[config.mk]
export PLATFORM = sky130hd
export DESIGN_NAME = pipe_hazard_ctrl
export DESIGN_NICKNAME = d
export VERILOG_FILES = /design/src/rtl/pipe_pkg.sv /design/src/rtl/hz_stage_track.sv /design/src/rtl/pipe_hazard_ctrl.sv
export SDC_FILE = /design/constraint.sdc
export NUM_CORES = 1
export LEC_CHECK = 0
export BUFFER_PORTS_ARGS = -buffer_cell sky130_fd_sc_hd__buf_2
export CAP_MARGIN = 10
export CORE_UTILIZATION = 53
export CTS_BUF_LIST = sky130_fd_sc_hd__clkbuf_8
export DETAILED_ROUTE_END_ITERATION = 10
export PLACE_DENSITY_LB_ADDON = 0.2
export SYNTH_ARGS = -nofsm -noshare
export SYNTH_HDL_FRONTEND = slang
export SYNTH_HIERARCHICAL = 1
export SYNTH_SLANG_ARGS = --single-unit
[constraint.sdc]
create_clock -name clk -period 5.4 [get_ports clk]
set_input_delay 0.27 -clock clk [delete_from_list [all_inputs] [get_ports clk]]
set_output_delay 0.27 -clock clk [all_outputs]
set_load 0.03 [all_outputs]
[src/rtl/pipe_pkg.sv]
// Shared codes, FSM states and shadow-stage record for the pipeline hazard controller.
package pipe_pkg;

    localparam int STAGE_AW = 5;

    localparam logic [1:0] FWD_REG = 2'b00;
    localparam logic [1:0] FWD_EXE = 2'b01;
    localparam logic [1:0] FWD_MEM = 2'b10;
    localparam logic [1:0] FWD_LD  = 2'b11;

    typedef enum logic {RUN, MWAIT} hz_state_t;

    typedef struct packed {
        logic                valid;
        logic                wreg;
        logic                m2reg;
        logic [STAGE_AW-1:0] rn;
    } stage_info_t;

    // r0 is hardwired to zero, so a write to it never produces a forwardable value.
    function automatic logic stage_hit(input stage_info_t s, input logic [STAGE_AW-1:0] src,
                                       input logic use_src);
        return s.valid & s.wreg & (s.rn != '0) & (s.rn == src) & use_src;
    endfunction

endpackage

[src/rtl/hz_stage_track.sv]
// Two-entry shadow of the EXE and MEM destination info, with hold and bubble insertion.
module hz_stage_track
    import pipe_pkg::*;
(
    input  logic        clk,
    input  logic        clrn,
    input  logic        hold,
    input  logic        insert_bubble,
    input  stage_info_t id_info,
    output stage_info_t exe_info,
    output stage_info_t mem_info
);

    always_ff @(posedge clk or negedge clrn) begin
        if (!clrn) begin
            exe_info <= '0;
            mem_info <= '0;
        end else if (!hold) begin
            mem_info <= exe_info;
            exe_info <= insert_bubble ? '0 : id_info;
        end
    end

endmodule

[src/rtl/pipe_hazard_ctrl.sv]
// Forwarding selects, load-use interlock, branch flush and memory-wait freeze for the 5-stage pipe.
// Defining HAZ_PERF_CNT_EN adds saturating stall/flush performance counters.
module pipe_hazard_ctrl
    import pipe_pkg::*;
#(
    parameter int REG_AW   = 5,
    parameter int WAIT_MAX = 15,
    parameter int CNT_W    = 16
) (
    input  logic              clk,
    input  logic              clrn,
    input  logic              id_valid,
    input  logic [REG_AW-1:0] id_rs,
    input  logic [REG_AW-1:0] id_rt,
    input  logic              id_use_rs,
    input  logic              id_use_rt,
    input  logic              id_wreg,
    input  logic              id_m2reg,
    input  logic [REG_AW-1:0] id_rn,
    input  logic              id_btaken,
    input  logic              mem_busy,
    output logic [1:0]        fwda,
    output logic [1:0]        fwdb,
    output logic              wpcir,
    output logic              de_bubble,
    output logic              if_flush,
    output logic              freeze,
    output logic              mem_timeout,
    output logic [CNT_W-1:0]  stall_cnt,
    output logic [CNT_W-1:0]  flush_cnt
);

    localparam int TW = $clog2(WAIT_MAX + 1);

    hz_state_t           state, state_next;
    logic [TW-1:0]       timer;
    logic                timeout_q;
    stage_info_t         id_info, exe_info, mem_info;
    logic [STAGE_AW-1:0] rs, rt;
    logic                exe_hit_a, exe_hit_b, mem_hit_a, mem_hit_b, load_use;

    assign rs      = STAGE_AW'(id_rs);
    assign rt      = STAGE_AW'(id_rt);
    assign id_info = '{valid: id_valid, wreg: id_wreg, m2reg: id_m2reg, rn: STAGE_AW'(id_rn)};

    hz_stage_track u_track (
        .clk           (clk),
        .clrn          (clrn),
        .hold          (freeze),
        .insert_bubble (de_bubble | ~id_valid),
        .id_info       (id_info),
        .exe_info      (exe_info),
        .mem_info      (mem_info)
    );

    // A load still in EXE has no data yet, so it yields to an older MEM producer.
    function automatic logic [1:0] fwd_sel(input logic e_hit, input logic e_ld,
                                           input logic m_hit, input logic m_ld);
        if (e_hit && !e_ld)
            return FWD_EXE;
        else if (m_hit)
            return m_ld ? FWD_LD : FWD_MEM;
        else
            return FWD_REG;
    endfunction

    assign exe_hit_a = stage_hit(exe_info, rs, id_use_rs);
    assign exe_hit_b = stage_hit(exe_info, rt, id_use_rt);
    assign mem_hit_a = stage_hit(mem_info, rs, id_use_rs);
    assign mem_hit_b = stage_hit(mem_info, rt, id_use_rt);
    assign load_use  = id_valid & exe_info.m2reg & (exe_hit_a | exe_hit_b);

    assign fwda = fwd_sel(exe_hit_a, exe_info.m2reg, mem_hit_a, mem_info.m2reg);
    assign fwdb = fwd_sel(exe_hit_b, exe_info.m2reg, mem_hit_b, mem_info.m2reg);

    // Freeze outranks load-use, which outranks branch flush; everything idles while clrn is low.
    always_comb begin
        state_next = state;
        freeze     = 1'b0;
        wpcir      = 1'b1;
        de_bubble  = 1'b0;
        if_flush   = 1'b0;
        case (state)
            RUN:   if (mem_busy)  state_next = MWAIT;
            MWAIT: if (!mem_busy) state_next = RUN;
        endcase
        freeze = clrn & (mem_busy | ((state == MWAIT) & mem_busy));
        if (freeze) begin
            wpcir = 1'b0;
        end else if (load_use) begin
            wpcir     = 1'b0;
            de_bubble = 1'b1;
        end else begin
            if_flush = id_btaken & clrn;
        end
    end

    always_ff @(posedge clk or negedge clrn) begin
        if (!clrn) begin
            state     <= RUN;
            timer     <= '0;
            timeout_q <= 1'b0;
        end else begin
            state <= state_next;
            if (state == MWAIT && mem_busy) begin
                if (timer == TW'(WAIT_MAX))
                    timeout_q <= 1'b1;
                else
                    timer <= timer + TW'(1);
            end else begin
                timer <= '0;
            end
        end
    end

    assign mem_timeout = timeout_q;

`ifdef HAZ_PERF_CNT_EN
    logic [CNT_W-1:0] stall_q, flush_q;

    always_ff @(posedge clk or negedge clrn) begin
        if (!clrn) begin
            stall_q <= '0;
            flush_q <= '0;
        end else begin
            if ((de_bubble | freeze) && stall_q != '1)
                stall_q <= stall_q + CNT_W'(1);
            if (if_flush && flush_q != '1)
                flush_q <= flush_q + CNT_W'(1);
        end
    end

    assign stall_cnt = stall_q;
    assign flush_cnt = flush_q;
`else
    assign stall_cnt = '0;
    assign flush_cnt = '0;
`endif

endmodule

# Word level (Yosys, flattened, before mapping)
# Cells that the tools add are included.
# W data, S select, Z words.
# totals
inputBits	24
reg_bits	22
word_cells	61
# op_classes
bitwise_logic	21
mux	15
n_eq_ne	6
n_reduce_logical	7
add_sub_neg	1
# ops
operator	count
$eq A5 B5 Y1	4
$and A1 B1 Y1	17
$reduce_bool A5 Y1	2
$mux W1	8
$mux W2	4
$mux W4	2
$mux W8	1
$add A4 B1 Y4 const B	1
$eq A4 B4 Y1 const B	1
$logic_and A1 B1 Y1	3
$or A1 B1 Y1	3
$ne A2 B2 Y1 const B	1
$reduce_and A2 Y1	1
$logic_not A1 Y1	1
$not A1 Y1	1

# Logic depth before layout (Yosys ltp)
# Gate-level depths: netlist (run 1).
# logic_depth
word_depth	10
ltp_mapped	7
depth_no_buf	7

# Modules after synthesis
# Netlist (run 1), hierarchy kept.
# modules_own_cells
mod	cells_each	area_each_um2	instances	seq_area_each_um2
pipe_hazard_ctrl	107	857.1	1	150.1
hz_stage_track	50	654.4	1	400.4

# Least setup slack after synthesis (run 1)
# No wires, ideal clock.
# synth_timing
path_kind	reg-to-output
from	register, netlist name u_track/exe_info[3]
to	output port de_bubble
t_arrival_ns	2.013
setup_slack_ns	3.117
path_stages_with_launch	6
required_ns	5.130
path_cell_list	dfrtp_1 -> xor2_1 -> nor4_1 -> and3_1 -> nor2_1 -> nor4_1
# synth_via
elab_chain_cells	8
elab_cells_between_ends	12
cone_classes	eq/ne: 2; mux: 2; bitwise: 7; reduce/logical: 1
# synth_rtl
item	line_no	rtl
$reduce_bool A5 Y1	pipe_pkg.sv:23	return s.valid & s.wreg & (s.rn != '0) & (s.rn == src) & use_src;
$and A1 B1 Y1 (3 in a row)	pipe_pkg.sv:23	
$or A1 B1 Y1 *	pipe_hazard_ctrl.sv:71	assign load_use = id_valid & exe_info.m2reg & (exe_hit_a | exe_hit_b);
$and A1 B1 Y1 *	pipe_hazard_ctrl.sv:71	
$mux W1 *	pipe_hazard_ctrl.sv:90	end else if (load_use) begin
$mux W1 *	pipe_hazard_ctrl.sv:88	if (freeze) begin
end: declaration	pipe_hazard_ctrl.sv:25	output logic de_bubble,
# Mark *: on every way between the ends. The rest lies on a longest branch, timed or not.

# Worst setup path after layout (run 1)
# layout_timing
from	input port clrn
to	output port de_bubble
# layout_via
elab_chain_cells	2
# layout_rtl
item	line_no	rtl
start: declaration	pipe_hazard_ctrl.sv:11	input logic clrn,
$and A1 B1 Y1	pipe_hazard_ctrl.sv:87	freeze = clrn & (mem_busy | ((state == MWAIT) & mem_busy));
$mux W1	pipe_hazard_ctrl.sv:88	
# No other way between the ends.

==> flow_metrics.env, run 1 <==
export IMPL_clk_root_buffer_cell="clkbuf_8"
export IMPL_cap_viol_max_count=0
export IMPL_synth_seq_area_share_pct=36.42
export IMPL_peakVddDrop_v=0.0001602
export IMPL_rrSetupSlack_ns=3.11
export IMPL_grt_overflow_total=0
export IMPL_gp_congestion=0.7701
export IMPL_cts_resized=0
export IMPL_nFillCells=245
export IMPL_track_usage_pct=19.56
export IMPL_grt_pass1_wl_um=4705
export IMPL_crit_type="input port to output pin"
export IMPL_antenna_found_initial=0
export IMPL_core_area_um2=2734
export IMPL_io_pins=65
export IMPL_final_hold_violation_count=0
export IMPL_status="finished clean"
export IMPL_cts_buffers=3
export IMPL_synth_simple_area_share_pct=16.89
export IMPL_cp_common_cell="buf_2"
export IMPL_crit_path_top_delay_cell="inv_1"
export IMPL_clk_pin_slew_ns=0.08
export IMPL_synth_compound_area_share_pct=7.616
export IMPL_clock_skew_final_ns=0.006326
export IMPL_syn_area_um2=1511
export IMPL_cp_max_fo=26
export IMPL_syn_to_final_growth_pct=8.278
export IMPL_cp_arrival_ns=2.42
export IMPL_clock_latency_ns=0.26
export IMPL_hold_path_class="input port to flip-flop"
export IMPL_synthAdderAreaFrac_pct=0.8278
export IMPL_drtIter0Drc=31
export IMPL_slowest_delay_ns=0.64
export IMPL_nNetsFinal=216
export IMPL_clock_sinks=22
export IMPL_portBuffers=32
export IMPL_synthXorXnorAreaFrac_pct=12.17
export IMPL_syn_area_per_cell_um2=9.627
export IMPL_via_per_inst=4.846
export IMPL_cts_tree="done"
export IMPL_tns_ns=0
export IMPL_die_area_um2=3069
export IMPL_crit_path_cell_trace="dlygate4sd3_1, buf_2, nand2_1, inv_1, nor4_1, buf_2"
export IMPL_instances_no_fill=221
export IMPL_grt_max_degree=27
export IMPL_die_x_um=55.40
export IMPL_grt_pass1_vias=1037
export IMPL_die_h_um=55.40
export IMPL_regToRegEndpoint="u_track/exe_info[5]"
export IMPL_holdPathEnd="state"
export IMPL_cp_required_ns=5.13
export IMPL_setup_violations=0
export IMPL_relSlewSlack_pct=44.98
export IMPL_hpwlAfterDp_um=2150
export IMPL_synth_top_family_by_area="buffers and inverters"
export IMPL_r2r_cells=7
export IMPL_synth_mux_area_fraction_pct=7.616
export IMPL_wire_per_inst_um=12.56
export IMPL_cts_setup_buffers=0
export IMPL_num_antenna_cells=0
export IMPL_tightest_slew_ns=0.8243
export IMPL_ys_ff_latch=22
export IMPL_hp_start="mem_busy"
export IMPL_route_detailed_drc=0
export IMPL_num_vias=1071
export IMPL_drive_above_1_share_pct=23.68
export IMPL_routed_wl_um=2775
export IMPL_r2r_start="u_track/exe_info[3]"
export IMPL_clk_path_buf_depth=2
export IMPL_grt_setup_unrepaired="no"
export IMPL_htreeDepth=1
export IMPL_num_rows=19
export IMPL_post_route_period_util_pct=49.89
export IMPL_yosysWarnings=6
export IMPL_critPathLaunchType="input port"
export IMPL_layout_common_cells="32 x conb_1, 32 x buf_2, 22 x dfrtp_1"
export IMPL_p_leak_nw=0.8271
export IMPL_synth_cells=157
export IMPL_worst_setup_path_end_kind="output pin"
export IMPL_firstDrtPassIters=4
export IMPL_slew_violations=0
export IMPL_fmax_mhz=371.2
export IMPL_ant_nets=0
export IMPL_start_util_pct=55.29
export IMPL_placed_cells_incl_taps=216
export IMPL_yosysUniqueCellTypes=34
export IMPL_min_period_ns=2.694
export IMPL_hold_depth=1
export IMPL_powerDensity_nw_per_um2=266.5
## cell usage after synthesis
cell	instances	area share, %
buf_4	32	16
nand2b_1	7	2.9
nor2_1	7	1.7
o21ai_0	7	2.3
inv_1	1	0.25
mux2_4	4	4.0
nand3_1	2	0.66
o21a_1	2	0.99
nor2b_1	2	0.83
a21o_1	2	0.99
a31oi_1	1	0.41
nand4_1	3	1.2
nor3_1	5	1.7
and3_1	1	0.41
nor3b_1	3	1.5
buf_8	1	0.99
o211ai_1	1	0.50
o21bai_1	1	0.50
o31ai_1	1	0.50
nor4_1	2	0.83
mux2i_1	1	0.66
ha_1	1	0.83
o211ai_2	1	0.83
nand2_1	15	3.7
dfrtp_1	22	36
buf_2	1	0.33
xnor2_1	15	8.7
mux2_2	4	3.0
buf_6	1	0.74
xor2_1	6	3.5
or2_1	1	0.41
conb_1	1	0.25
or4_1	2	0.99
a22o_1	1	0.58
## repair_timing
item,4_1_cts,5_1_grt
hold buffers,1,0
endpoints found under the hold margin,22,0
setup endpoints to repair,0,0
## flip-flops by register name, indices dropped and copies added, names as in the netlist
name	flops
u_track/mem_info	8
u_track/exe_info	8
state	1
mem_timeout	1
timer	4
## critical path: cells and delay by family
family,cells,cell delay (ns)
buffers and inverters,4,1.82
AND/OR/NAND/NOR,2,0.32
## cell families after synthesis
logic type | Yosys count
AND/OR/NAND/NOR | 50
buffers and inverters | 36
flip-flops | 22
XOR/XNOR | 21
AO/OA/AOI/OAI | 17
multiplexers | 9
adder cells (fa/ha/maj) | 1
other | 1
## worst max-delay path by stage
stage | cells past startpoint | slack [ns] | start | end
3_5_place_dp | 7 | 3.09 | u_track/exe_info[3] | u_track/exe_info[5]
5_1_grt | 6 | 2.49 | clrn | de_bubble
4_1_cts | 6 | 2.67 | clrn | de_bubble
3_3_place_gp | 7 | 3.18 | u_track/exe_info[1] | u_track/exe_info[5]
2_1_floorplan | 5 | 3.12 | u_track/exe_info[3] | de_bubble
6_report | 6 | 2.71 | clrn | de_bubble
## layer usage
metal / vias to the layer above / track usage [%] / wire, µm
li1: 530 / - / -
met1: 489 / 27.18 / 1316
met2: 48 / 31.15 / 1264
met3: 4 / 1.171 / 138
met4: 0 / 9.643 / 56
met5: - / 0 / 0
## metrics by stage
stage / cell area, µm² / hold slack (ns) / power (W) / setup WS, ns / util [%]
final: 1637 / 0.1544 / 0.0004361 / 2.706 / 59.86
after global routing: 1637 / 0.1564 / 0.0004552 / 2.494 / 59.86
after CTS: 1637 / 0.1496 / 0.0004386 / 2.673 / 59.86
after detailed placement: 1555 / 0.2792 / 0.0002850 / 3.094 / 56.89
after global placement: 1555 / 0.2742 / 0.0002825 / 3.179 / 56.89
after floorplan: 1628 / -0.02559 / 0.0002791 / 3.117 / -
## power breakdown
part	leakage [nW]	internal (W)	switching, W	total, W
Sequential	0.288	0.000176	0.0000143	0.000190
Combinational	0.504	0.0000329	0.0000589	0.0000918
Clock	0.0357	0.0000990	0.0000553	0.000154
Total	0.827	0.000308	0.000128	0.000436
## area by class of cell
type                       instances  area (µm²)  share of cell area, %
multi-input combinational        130       802.0                  49.01
sequential                        22       550.5                  33.64
timing repair buffer              33       170.2                  10.40
clock buffer                       3       41.29                  2.523
tap                               31       38.79                  2.370
clock inverter                     1       30.03                  1.835
inverter                           1       3.754                 0.2294
No activity file was read; power rests on OpenSTA's default activity.
==> inputs of run 2 (changes only) <==
Settings changed: CORE_UTILIZATION 53 to 49.
Clock period 5.4 ns to 2.72 ns, I/O delays scaled along.
==> run 2 against run 1 <==
  * Clock power grew 23%
  * The flow now finishes with violations (DRC)
  * Clock-buffer cell count did not move
  * Clock skew shrank 0.0029 ns
  * Via count grew 1.6%
  * Sequential share of layout area increased by 0.31 points
  * Highest routed layer unchanged
  * Largest power group unchanged
  * Routed wire length is essentially flat
  * Combinational power up 100%
==> flow_metrics.env, run 2 (synthesis results as in run 1) <==
export IMPL_core_area_um2=2829
export IMPL_hold_path_class="input port to flip-flop"
export IMPL_grt_overflow_total=0
export IMPL_routed_wl_um=2773
export IMPL_cts_setup_buffers=0
export IMPL_tns_ns=0
export IMPL_violations="DRC"
export IMPL_peakVddDrop_v=0.0002307
export IMPL_antenna_found_initial=0
export IMPL_cp_arrival_ns=2.40
export IMPL_crit_type="flip-flop to flip-flop"
export IMPL_layout_common_cells="32 x conb_1, 32 x buf_2, 22 x dfrtp_1"
export IMPL_relSlewSlack_pct=53.12
export IMPL_portBuffers=32
export IMPL_instances_no_fill=222
export IMPL_cts_buffers=3
export IMPL_htreeDepth=1
export IMPL_fmax_mhz=443.8
export IMPL_setup_violations=0
export IMPL_status="finished with violations"
export IMPL_track_usage_pct=18.92
export IMPL_firstDrtPassIters=7
export IMPL_ff_latch_area_um2=550.5
export IMPL_route_detailed_drc=9
export IMPL_p_leak_nw=0.8229
export IMPL_hold_depth=1
export IMPL_gp_congestion=0.8567
export IMPL_use_met1_pct=25.83
export IMPL_wire_per_inst_um=12.49
export IMPL_die_x_um=57.54
export IMPL_cap_viol_max_count=0
export IMPL_clk_pin_slew_ns=0.07
export IMPL_via_per_inst=4.901
export IMPL_min_period_ns=2.253
export IMPL_grt_pass1_vias=1053
export IMPL_final_hold_violation_count=0
export IMPL_cp_max_fo=8
export IMPL_placed_cells_incl_taps=218
export IMPL_critPathLaunchType="flip-flop"
export IMPL_clk_path_buf_depth=2
export IMPL_drtIter0Drc=39
export IMPL_grt_busiest_layer="met2"
export IMPL_ant_nets=0
export IMPL_die_h_um=57.54
export IMPL_worst_setup_path_end_kind="flip-flop"
export IMPL_r2r_cells=7
export IMPL_nFillCells=270
export IMPL_clock_sinks=22
export IMPL_final_area_um2=1622
export IMPL_hpwlAfterDp_um=2204
export IMPL_start_util_pct=53.43
export IMPL_top_regs="u_track/exe_info: 8 flops, u_track/mem_info: 8 flops, timer: 4 flops"
export IMPL_die_area_um2=3311
export IMPL_met3_usage_pct=1.587
export IMPL_cp_required_ns=2.86
export IMPL_post_route_period_util_pct=82.84
export IMPL_drive_above_1_share_pct=24.08
export IMPL_num_vias=1088
export IMPL_cts_tree="done"
export IMPL_nNetsFinal=218
export IMPL_clock_latency_ns=0.25
export IMPL_grt_setup_unrepaired="no"
export IMPL_grt_pass1_wl_um=4809
export IMPL_clock_skew_final_ns=0.003437
export IMPL_num_rows=19
export IMPL_hold_ws_ns=0.03222
export IMPL_io_pins=65
export IMPL_dpl_instance_area_um2=1570
export IMPL_multiInputGateArea_um2=802.0
export IMPL_clk_root_buffer_cell="clkbuf_8"
export IMPL_met2_usage_pct=30.56
export IMPL_grt_max_degree=24
export IMPL_tightest_slew_ns=0.6972
export IMPL_powerDensity_nw_per_um2=463.1
export IMPL_num_antenna_cells=0
export IMPL_syn_to_final_growth_pct=7.285
export IMPL_slew_violations=0
## run 2: power by group
group          internal, W  total, W  switching, W
clock network    0.0000983  0.000189     0.0000902
logic            0.0000671  0.000184      0.000117
registers         0.000349  0.000378     0.0000291
## run 2: worst paths after layout
path                                          start                   to  slack [ns]
worst max-delay path            u_track/exe_info[1]  u_track/exe_info[5]        0.47
worst min-delay path                       mem_busy                state        0.03
worst max register to register  u_track/exe_info[1]  u_track/exe_info[5]        0.47
worst min register to register          mem_timeout          mem_timeout        0.47
max in group asynchronous                      clrn  u_track/mem_info[0]        2.07
min in group asynchronous                      clrn          mem_timeout        0.42
## run 2: worst max-delay path, cell delays in order (launching register included)
cell     delay (ns)
dfrtp_1        0.45
xor2_1         0.19
nor4_1         0.25
and3_1         0.22
nor2_1         0.09
o31ai_1        0.63
nor2_1         0.11
a22o_1         0.21
## run 2: per-layer routing
layer / wire length (µm) / up-vias
li1: - / 531
met3: 180 / 4
met4: 44 / 0
met1: 1289 / 495
met2: 1259 / 58
met5: 0 / -
## run 2: per-stage QoR
| step | utilization (%) | power (W) | setup WS, ns |
|---|---|---|---|
| 2_1_floorplan | - | 0.0005540 | 0.5707 |
| 3_3_place_gp | 55.51 | 0.0005620 | 0.5392 |
| 3_5_place_dp | 55.51 | 0.0005663 | 0.4646 |
| 4_1_cts | 57.32 | 0.0007581 | 0.4610 |
| 5_1_grt | 57.32 | 0.0007913 | 0.2739 |
| 6_report | 57.32 | 0.0007509 | 0.4668 |
## run 2: final cells by class
type / count / area share (%)
Multi-Input combinational cell: 130 / 49.46
Clock buffer: 3 / 2.546
Sequential cell: 22 / 33.95
Tap cell: 31 / 2.392
Inverter: 1 / 0.2315
Timing Repair Buffer: 35 / 11.42
## run 2: timing repair
item | CTS | global route
hold endpoints to repair | 22 | 0
hold buffers | 1 | 0
endpoints found under the setup margin | 0 | 0
gates resized for setup | 0 | 0
==> inputs of run 3 (changes only) <==
Settings changed: CORE_UTILIZATION 49 to 44.
Clock period 2.72 ns to 1.95 ns, I/O delays scaled along.
==> run 3 against run 2 <==
  * Largest power group unchanged
  * Sequential cell count unchanged
  * Combinational power increased by 76%
  * Highest routed layer unchanged
  * Routed wire length is 12% higher
  * The flow finishes with violations (setup timing)
  * Utilization grew 3.9 points
  * Largest cell class unchanged
  * Sequential power rose by 38%
==> flow_metrics.env, run 3 (synthesis results as in run 1) <==
export IMPL_violations="setup timing"
export IMPL_final_common_cell="conb_1"
export IMPL_final_area_um2=1931
export IMPL_clk_root_buffer_cell="clkbuf_8"
export IMPL_antenna_found_initial=0
export IMPL_cp_arrival_ns=1.98
export IMPL_slowest_delay_ns=0.44
export IMPL_top_regs="u_track/exe_info: 8 flops, u_track/mem_info: 8 flops, timer: 4 flops"
export IMPL_grt_overflow_total=0
export IMPL_nNetsFinal=235
export IMPL_core_area_um2=3153
export IMPL_critPathLaunchType="flip-flop"
export IMPL_nFillCells=263
export IMPL_powerDensity_nw_per_um2=609.2
export IMPL_grt_pass1_vias=1073
export IMPL_route_detailed_drc=0
export IMPL_fmax_mhz=481.6
export IMPL_tightest_slew_ns=0.6366
export IMPL_relSlewSlack_pct=57.51
export IMPL_setup_violations=12
export IMPL_drive_above_1_share_pct=37.80
export IMPL_clk_pin_slew_ns=0.08
export IMPL_num_antenna_cells=0
export IMPL_via_per_inst=4.609
export IMPL_cp_required_ns=1.85
export IMPL_final_hold_violation_count=0
export IMPL_clock_latency_ns=0.26
export IMPL_clock_skew_final_ns=0.001200
export IMPL_total_power_w=0.001176
export IMPL_die_h_um=60.61
export IMPL_cp_max_fo=5
export IMPL_portBuffers=32
export IMPL_clk_path_buf_depth=2
export IMPL_crit_start="u_track/exe_info[0]"
export IMPL_cap_viol_max_count=0
export IMPL_cts_buffers=3
export IMPL_crit_path_top_delay_cell="dfrtp_2"
export IMPL_firstDrtPassIters=2
export IMPL_r2r_start="u_track/exe_info[4]"
export IMPL_num_rows=20
export IMPL_syn_to_final_growth_pct=27.73
export IMPL_die_x_um=60.61
export IMPL_slew_violations=0
export IMPL_num_vias=1166
export IMPL_status="finished with violations"
export IMPL_hold_path_class="input port to flip-flop"
export IMPL_htreeDepth=1
export IMPL_p_leak_nw=0.9696
export IMPL_fin_ws_ns=-0.1264
export IMPL_drtIter0Drc=19
export IMPL_cts_tree="done"
export IMPL_dpl_instance_area_um2=1638
export IMPL_die_area_um2=3674
export IMPL_routed_wl_um=3112
export IMPL_io_pins=65
export IMPL_start_util_pct=47.94
export IMPL_worst_setup_path_end_kind="output pin"
export IMPL_post_route_period_util_pct=106.5
export IMPL_track_usage_pct=17.59
export IMPL_min_period_ns=2.076
export IMPL_peakVddDrop_v=0.0002252
export IMPL_crit_path_cell_trace="xor2_1, nor4_1, and3_1, nor2_2, buf_6, nor4_4, buf_4"
export IMPL_grt_setup_unrepaired="yes"
export IMPL_path_delay_family="simple AND/OR/NAND/NOR gates"
export IMPL_pre_cts_ws_ns=0.01554
export IMPL_ant_nets=0
export IMPL_gp_congestion=0.8294
export IMPL_hp_start="id_m2reg"
export IMPL_layout_common_cells="32 x conb_1, 25 x buf_2, 19 x dfrtp_1"
export IMPL_crit_type="flip-flop to output pin"
export IMPL_hpwlAfterDp_um=2296
export IMPL_grt_max_degree=24
export IMPL_grt_pass1_wl_um=4740
export IMPL_clock_sinks=22
export IMPL_worst_path_buf_inv=2
export IMPL_wire_per_inst_um=12.30
run 3: cell types whose count changed in the layout (fill, tap and decap cells not counted), moves of 5 or more:
cell,previous run,this run
buf_2,32,25
buf_4,2,16
buf_6,0,9
nand2b_1,7,2
nand2b_4,0,5
o21ai_0,7,2
run 3: per-layer routing:
layer | vias to the layer above | GRT usage (%) | part of all wire (%)
met4 | 0 | 6.818 | 0.61
met5 | - | 0 | 0
met3 | 2 | 1.919 | 4.5
met2 | 50 | 29.67 | 49
met1 | 545 | 23.25 | 46
li1 | 569 | - | -
run 3: worst reg2reg max path, delay by kind of cell, from the launching register on:
kind / cells / cell delay, ns
compound gates: 3 / 0.41
buf+inv: 3 / 0.41
simple gates: 2 / 0.65
flops: 1 / 0.44
run 3: path summary, 6_finish.rpt:
path                            slack, ns  cells past startpoint                   to
worst max-delay path                -0.13                      7            de_bubble
worst min-delay path                 0.05                      2  u_track/exe_info[5]
worst max register to register      -0.03                      8  u_track/exe_info[6]
worst min register to register       0.49                      1          mem_timeout
max in group asynchronous            1.34                      3  u_track/exe_info[4]
min in group asynchronous            0.37                      3          mem_timeout
run 3: stage by stage:
| step | hold WS [ns] | util (%) | instances | TNS (ns) |
|---|---|---|---|---|
| CTS | 0.03656 | 58.85 | 252 | -0.7088 |
| floorplan | -0.1981 | - | 188 | 0 |
| finish | 0.04639 | 61.23 | 253 | -0.6186 |
| detailed placement | 0.1031 | 51.94 | 237 | 0 |
| global placement | 0.09857 | 51.94 | 237 | 0 |
| global route | 0.04043 | 61.23 | 253 | -1.749 |
run 3: final cells by class:
cell class / instances / area (µm²) / area share [%]
Inverter: 1 / 3.754 / 0.1944
Sequential cell: 22 / 554.3 / 28.71
Multi-Input combinational cell: 130 / 895.9 / 46.40
Tap cell: 44 / 55.05 / 2.852
Timing Repair Buffer: 52 / 366.6 / 18.99
Clock buffer: 4 / 55.05 / 2.852
run 3: report_power, final:
part	internal [W]	leakage, nW	switching [W]
sequential	0.000488	0.284	0.0000355
clock	0.000180	0.0288	0.000150
combinational	0.000135	0.657	0.000189
total	0.000802	0.970	0.000374
run 3: what timing repair did:
item / CTS / global route
pin swaps: 5 / 11
gates resized for setup: 26 / 13
setup endpoints to repair: 8 / 15
setup buffers: 9 / 1
endpoints found under the hold margin: 23 / 0
hold buffers: 2 / 0
gates cloned: 0 / 0
